===== src/rtl/aes_pkg.sv =====
// ============================================================================
// Module      : aes_pkg
// Description : Shared AES types, constants and the GF(2^8) xtime helper.
// Revision    : 1.0 - initial release
// ============================================================================
`default_nettype none

package aes_pkg;

    typedef enum logic [0:0] {
        IDLE = 1'b0,
        BUSY = 1'b1
    } fsm_state_t;

    localparam logic [7:0] AES_POLY = 8'h1B;
    localparam int         NUM_COLS = 4;
    localparam int         BYTE_W   = 8;

    // Multiply by x in GF(2^8), reduced modulo x^8 + x^4 + x^3 + x + 1.
    function automatic logic [BYTE_W-1:0] xtime(input logic [BYTE_W-1:0] a);
        return {a[BYTE_W-2:0], 1'b0} ^ (a[BYTE_W-1] ? AES_POLY : 8'h00);
    endfunction

endpackage

`default_nettype wire


===== src/rtl/inv_mix_column_word.sv =====
// ============================================================================
// Module      : inv_mix_column_word
// Description : Combinational InvMixColumns on one 32-bit column (a0 = MSB).
// Revision    : 1.0 - initial release
// ============================================================================
`default_nettype none

module inv_mix_column_word
    import aes_pkg::*;
(
    input  logic [31:0] col_in,
    output logic [31:0] col_out
);

    logic [BYTE_W-1:0] a   [NUM_COLS];
    logic [BYTE_W-1:0] x2  [NUM_COLS];
    logic [BYTE_W-1:0] x4  [NUM_COLS];
    logic [BYTE_W-1:0] x8  [NUM_COLS];
    logic [BYTE_W-1:0] m09 [NUM_COLS];
    logic [BYTE_W-1:0] m0b [NUM_COLS];
    logic [BYTE_W-1:0] m0d [NUM_COLS];
    logic [BYTE_W-1:0] m0e [NUM_COLS];

    genvar i;
    generate
        for (i = 0; i < NUM_COLS; i++) begin : g_byte
            assign a[i]   = col_in[31-8*i -: 8];
            assign x2[i]  = xtime(a[i]);
            assign x4[i]  = xtime(x2[i]);
            assign x8[i]  = xtime(x4[i]);
            // Constants decomposed into powers of x: 9=8+1, b=8+2+1, d=8+4+1, e=8+4+2.
            assign m09[i] = x8[i] ^ a[i];
            assign m0b[i] = x8[i] ^ x2[i] ^ a[i];
            assign m0d[i] = x8[i] ^ x4[i] ^ a[i];
            assign m0e[i] = x8[i] ^ x4[i] ^ x2[i];
        end
    endgenerate

    assign col_out = {m0e[0] ^ m0b[1] ^ m0d[2] ^ m09[3],
                      m09[0] ^ m0e[1] ^ m0b[2] ^ m0d[3],
                      m0d[0] ^ m09[1] ^ m0e[2] ^ m0b[3],
                      m0b[0] ^ m0d[1] ^ m09[2] ^ m0e[3]};

endmodule

`default_nettype wire


===== src/rtl/inv_mix_columns_seq.sv =====
// ============================================================================
// Module      : inv_mix_columns_seq
// Description : Sequential AES InvMixColumns; one column per cycle, or all four
//               at once when INV_MIX_COLUMNS_PARALLEL_EN is defined.
// Revision    : 1.0 - initial release
// ============================================================================
`default_nettype none

module inv_mix_columns_seq
    import aes_pkg::*;
(
    input  logic         clk,
    input  logic         rst,
    input  logic         enableInvMixColumns,
    input  logic [0:127] state,
    output logic [0:127] stateOut,
    output logic         busy,
    output logic         invMixColumnsDone
);

    fsm_state_t   fsm_q;
    fsm_state_t   fsm_d;
    logic [0:127] captured;
    logic         last;

`ifdef INV_MIX_COLUMNS_PARALLEL_EN
    logic [0:127] par_out;

    genvar c;
    generate
        for (c = 0; c < NUM_COLS; c++) begin : g_col
            inv_mix_column_word u_col (
                .col_in  (captured[32*c +: 32]),
                .col_out (par_out[32*c +: 32])
            );
        end
    endgenerate

    assign last = 1'b1;
`else
    logic [1:0]  colCnt;
    logic [31:0] col_sel;
    logic [31:0] col_res;

    assign col_sel = captured[{colCnt, 5'b0} +: 32];
    assign last    = (colCnt == 2'd3);

    inv_mix_column_word u_col (
        .col_in  (col_sel),
        .col_out (col_res)
    );
`endif

    always_comb begin
        fsm_d = fsm_q;
        case (fsm_q)
            IDLE:    if (enableInvMixColumns) fsm_d = BUSY;
            BUSY:    if (last)                fsm_d = IDLE;
            default: fsm_d = IDLE;
        endcase
    end

    always_ff @(posedge clk or posedge rst) begin
        if (rst) begin
            fsm_q             <= IDLE;
            captured          <= '0;
            stateOut          <= '0;
            busy              <= 1'b0;
            invMixColumnsDone <= 1'b0;
`ifndef INV_MIX_COLUMNS_PARALLEL_EN
            colCnt            <= 2'd0;
`endif
        end else begin
            fsm_q             <= fsm_d;
            invMixColumnsDone <= 1'b0;
            if (fsm_q == IDLE) begin
                if (enableInvMixColumns) begin
                    captured <= state;
                    busy     <= 1'b1;
`ifndef INV_MIX_COLUMNS_PARALLEL_EN
                    colCnt   <= 2'd0;
`endif
                end
            end else begin
`ifdef INV_MIX_COLUMNS_PARALLEL_EN
                stateOut <= par_out;
`else
                stateOut[{colCnt, 5'b0} +: 32] <= col_res;
                colCnt                         <= colCnt + 2'd1;
`endif
                if (last) begin
                    invMixColumnsDone <= 1'b1;
                    busy              <= 1'b0;
                end
            end
        end
    end

endmodule

`default_nettype wire


===== config.mk =====
export PLATFORM = sky130hd
export DESIGN_NAME = inv_mix_columns_seq
export DESIGN_NICKNAME = d
export VERILOG_FILES = /design/src/rtl/aes_pkg.sv /design/src/rtl/inv_mix_column_word.sv /design/src/rtl/inv_mix_columns_seq.sv
export SDC_FILE = /design/constraint.sdc
export NUM_CORES = 1
export LEC_CHECK = 0
export BUFFER_PORTS_ARGS = -buffer_cell sky130_fd_sc_hd__buf_4
export CAP_MARGIN = 0
export CELL_PAD_IN_SITES_DETAIL_PLACEMENT = 1
export CELL_PAD_IN_SITES_GLOBAL_PLACEMENT = 2
export CORE_MARGIN = 2
export CORE_UTILIZATION = 34
export CTS_CLUSTER_SIZE = 10
export DETAILED_ROUTE_END_ITERATION = 7
export PLACE_DENSITY_LB_ADDON = 0.15
export SLEW_MARGIN = 25
export SYNTH_ARGS = -nofsm -noshare
export SYNTH_HDL_FRONTEND = slang
export SYNTH_SLANG_ARGS = --single-unit

===== constraint.sdc =====
create_clock -name clk -period 9.35 [get_ports clk]
set_input_delay 1.87 -clock clk [delete_from_list [all_inputs] [get_ports clk]]
set_output_delay 1.87 -clock clk [all_outputs]
set_load 0.05 [all_outputs]

### Word level (Yosys, flattened, before mapping)

Cells that the tools add are included.

| operators by class | value |
|---|---|
| shift-type cells | 3 |
| bitwise logic cells | 50 |
| reduce and logical (&&, ||, !) cells | 3 |
| mux-type cells | 23 |
| $add $sub $neg | 2 |
| eq/ne operators | 2 |

Operator list:

| cell | number |
|---|---|
| XOR 8 bit | 48 |
| variable shift 129 x 9 -> 128 bit (first input constant) | 1 |
| variable part select 128 x 8 -> 129 bit | 1 |
| variable part select 129 x 9 -> 128 bit | 1 |
| bitwise mux 128 bit | 1 |
| 2-to-1 mux 5 bit | 12 |
| negation 8 -> 9 bit | 1 |
| inverter 7 -> 8 bit | 1 |
| 2-to-1 mux 1 bit | 7 |
| 2-to-1 mux 2 bit | 2 |
| AND reduction 2 bit | 2 |
| adder 2 x 1 -> 2 bit (second input constant) | 1 |
| equality test 2 bit (second input constant) | 1 |
| inequality test 2 x 1 -> 1 bit (second input constant) | 1 |
| case mux 1 bit (2 select lines) | 1 |
| nonzero test 2 bit | 1 |
| inverter 1 bit | 1 |

| storage, ports and cells | value |
|---|---|
| flip-flop bits (word level) | 261 |
| logic and storage cells | 89 |
| output and inout port bits | 130 |

### Logic depth before layout (Yosys ltp)

| logic depth | value |
|---|---|
| depth after elaboration | 15 |
| gate-level depth with buffers | 9 |
| gate-level depth less buffers | 6 |

### Hierarchy

From an unflattened synthesis, not the netlist that was laid out.

| second synthesis, totals | value |
|---|---|
| cell total of the unflattened synthesis | 830 |
| area, all modules | 12,782.3 um^2 |

Modules (own cells, without submodules):

| module | area each (um^2) | times used | cells an instance |
|---|---|---|---|
| inv_mix_columns_seq | 10,493.8 | 1 | 626 |
| inv_mix_column_word | 2,288.4 | 1 | 204 |

### Worst setup path before layout

Ideal clock, no wire load.

| timing | value |
|---|---|
| path kind | input port to flip-flop |
| from | in enableInvMixColumns |
| to | reg captured[10] (netlist bit) |
| buffers on the path | 2 |
| slack | 6,170 ps |
| cell stages on the path | 4 |
| arrival | 3,055 ps |
| data required time | 9,225 ps |
| library setup time | 125 ps |
| path through | nor2b_1 clkbuf_1 clkbuf_1 mux2_2 |

| between the ends | value |
|---|---|
| word-level cells in the longest chain between the ends | 1 |

RTL lines:

| element | RTL line | RTL |
|---|---|---|
| from (decl) | inv_mix_columns_seq.sv:14 | `input logic enableInvMixColumns,` |
| AND reduction 2 bit (no line) | - |  |
| to (signal assigned) | inv_mix_columns_seq.sv:78 | `captured <= state;` |
| to (decl) | inv_mix_columns_seq.sv:23 | `logic [0:127] captured;` |

No other way between the ends.
A chain may end at the register's enable or synchronous reset.

### Worst setup path in the final report

| timing | value |
|---|---|
| from | in enableInvMixColumns |
| to | reg captured[68] (netlist bit) |

Same word-level chain as after synthesis.

==> impl_metrics.yaml <==
run_status:
  status: "completed"
timing:
  final.min_clock_period_ns: 4.07
  max_slew_margin: 0.346
  finalClockSkew_ns: 0.0129
  rsz0062_at_grt: "no"
  drv_slew: 0
  period_share: 0.436
  layout_setup_ws_ns: 5.28
  max_freq_ghz: 0.246
  hold_viol_final: 0
  worst_pin_slew_ns: 0.981
  finalSetupTns_ns: 0
  setup_viol: 0
cts:
  cts-root-buf: "clkbuf_16"
  path_clk_slew_ns: 0.06
  ctsResizeCount: 0
  clock_latency_ns: 0.55
  cts_made_buffers: 31
  cts_setup_buffers: 0
  h-tree-depth: 1
  hold_buffers: 0
  cts_tree: "done"
  clk_path_buf_depth: 3
  cts_sinks: 261
worst_setup_path:
  cp-startpoint: "enableInvMixColumns"
  startpoint_type: "input pin"
  path_class: "input pin to flip-flop"
  cp_max_fo: 63
  crit_end: "captured[68]"
  reg2reg_from: "colCnt[0]"
  r2r_cells: 7
  worstPathArrival_ns: 4.50
  worstSetupEndpointType: "flip-flop"
  crit_required_ns: 9.78
  timing.rr.end: "stateOut[42]"
  regToRegSetupSlack_ns: 5.31
layout:
  finalNonFillerCells: 1673
  area_delta_synth_final_pct: 25.3
  layout_commonest_cell: "buf_4"
  antenna_cells: 0
  num-nets-final: 1329
  layout.cells.most_common_list: "buf_4, dfrtp_1, mux2_2"
  fin_util: 0.433
  drive_above_1_share: 0.417
  fill_cells: 3849
floorplan:
  die-area_um2: 38800
  start_util: 0.346
  fp.dieH_um: 197
  coreArea_um2: 36600
  rows: 70
  die_w_um: 197
  ioPinCount: 261
placed_design:
  dp_cells: 1629
  place_hpwl_mm: 26.7
  gp_congestion: 0.846
  io_buffer_count: 260
  place_ws_ns: 4.71
detailed_routing:
  via_per_inst: 4.89
  wirelength_mm: 36.7
  final_antenna_net_count: 0
  drc: 0
  firstDrtPassIters: 4
  avgRoutedWirePerCell_um: 21.9
  via_count: 8177
  drt-initial-drc-count: 331
logic_synthesis:
  syn_avg_cell_area_um2: 13.4
  ys_seq_elements: 261
  synth.net_count: 1082
  syn_area_um2: 12700
  yosys.cell_types.count: 30
  synthCells: 947
  yosysSeqAreaShare: 0.516
  synth_warnings: 0
flow_run:
  drv_cap: 0
global_route:
  grt_overflow_total: 0
  first_global_vias: 8880
  antenna_found_initial: 0
  grt_pass1_wl_mm: 56.2
  grt_max_degree: 133
  track_usage: 0.191
worst_hold_path:
  worstHoldPathType: "flip-flop to flip-flop"
==> cells by family after synthesis <==
group / after synthesis / synth area share
xor+xnor: 188 / 0.188
compound gates: 130 / 0.0530
mux: 161 / 0.172
simple gates: 138 / 0.0419
flops: 261 / 0.516
buf+inv: 65 / 0.0258
fa+ha+maj: 4 / 0.00395
==> through the flow <==
| step | instance area, µm² | hold WS, ns |
|---|---|---|
| 2_1_floorplan | 12700 | 0.475 |
| 3_3_place_gp | 15000 | 0.464 |
| 3_5_place_dp | 15000 | 0.475 |
| 4_1_cts | 15900 | 0.488 |
| 5_1_grt | 15900 | 0.506 |
| 6_report | 15900 | 0.481 |
==> state kept, by name, indices dropped and copies added (netlist names) <==
signal             cells
captured             128
stateOut             128
colCnt                 2
busy                   1
fsm_q                  1
invMixColumnsDone      1
==> critical path, stage by stage <==
cell and delay (ns):
buf_4 0.09, nor2b_4 0.78, buf_4 0.54, buf_4 0.74, mux2_2 0.42
==> cell usage after synthesis (all sizes together) <==
| master | n | area [µm²] |
|---|---|---|
| dfrtp | 261 | 6530 |
| mux2 | 129 | 1450 |
| nand2 | 129 | 484 |
| o21ai | 124 | 621 |
| xnor2 | 122 | 1280 |
| clkbuf | 39 | 146 |
| xor2 | 34 | 365 |
| mux4 | 32 | 721 |
| xnor3 | 28 | 636 |
| buf | 18 | 150 |
| inv | 8 | 30.0 |
| a22o | 4 | 35.0 |
| ha | 4 | 50.1 |
| xor3 | 4 | 96.3 |
| nor2 | 3 | 11.3 |
| or3 | 3 | 18.8 |
| a21o | 1 | 7.51 |
| nand3 | 1 | 5.00 |
| nor2b | 1 | 6.26 |
| nor3 | 1 | 5.00 |
| o31ai | 1 | 7.51 |
==> how the worst min path moves through the flow <==
stage / startpoint / cells after the start / endpoint / slack, ns
6_report: stateOut[84] / 2 / stateOut[84] / 0.48
5_1_grt: stateOut[116] / 2 / stateOut[116] / 0.51
4_1_cts: stateOut[84] / 2 / stateOut[84] / 0.49
3_5_place_dp: stateOut[84] / 2 / stateOut[84] / 0.47
3_3_place_gp: stateOut[84] / 2 / stateOut[84] / 0.46
2_1_floorplan: captured[64] / 1 / captured[64] / 0.48
==> final cells by class <==
cell class | instances | area (µm²) | share of cell area
Multi-Input combinational cell | 621 | 5820 | 0.367
Timing Repair Buffer | 271 | 2050 | 0.129
Inverter | 8 | 37.5 | 0.00237
Sequential cell | 261 | 6530 | 0.412
Clock buffer | 42 | 837 | 0.0527
Clock inverter | 2 | 10.0 | 0.000631
Tap cell | 468 | 586 | 0.0369
==> routing by layer <==
metal	GRT usage	part of all wire	vias to the layer above
li1	-	-	3723
met1	0.270	0.46	4195
met2	0.309	0.47	222
met3	0.0358	0.058	37
met4	0.0370	0.018	0
met5	0	0	-
Power is left out: the tool's default activity adds up to more than one toggle a clock period on the data nets, which glitch-free logic cannot reach.
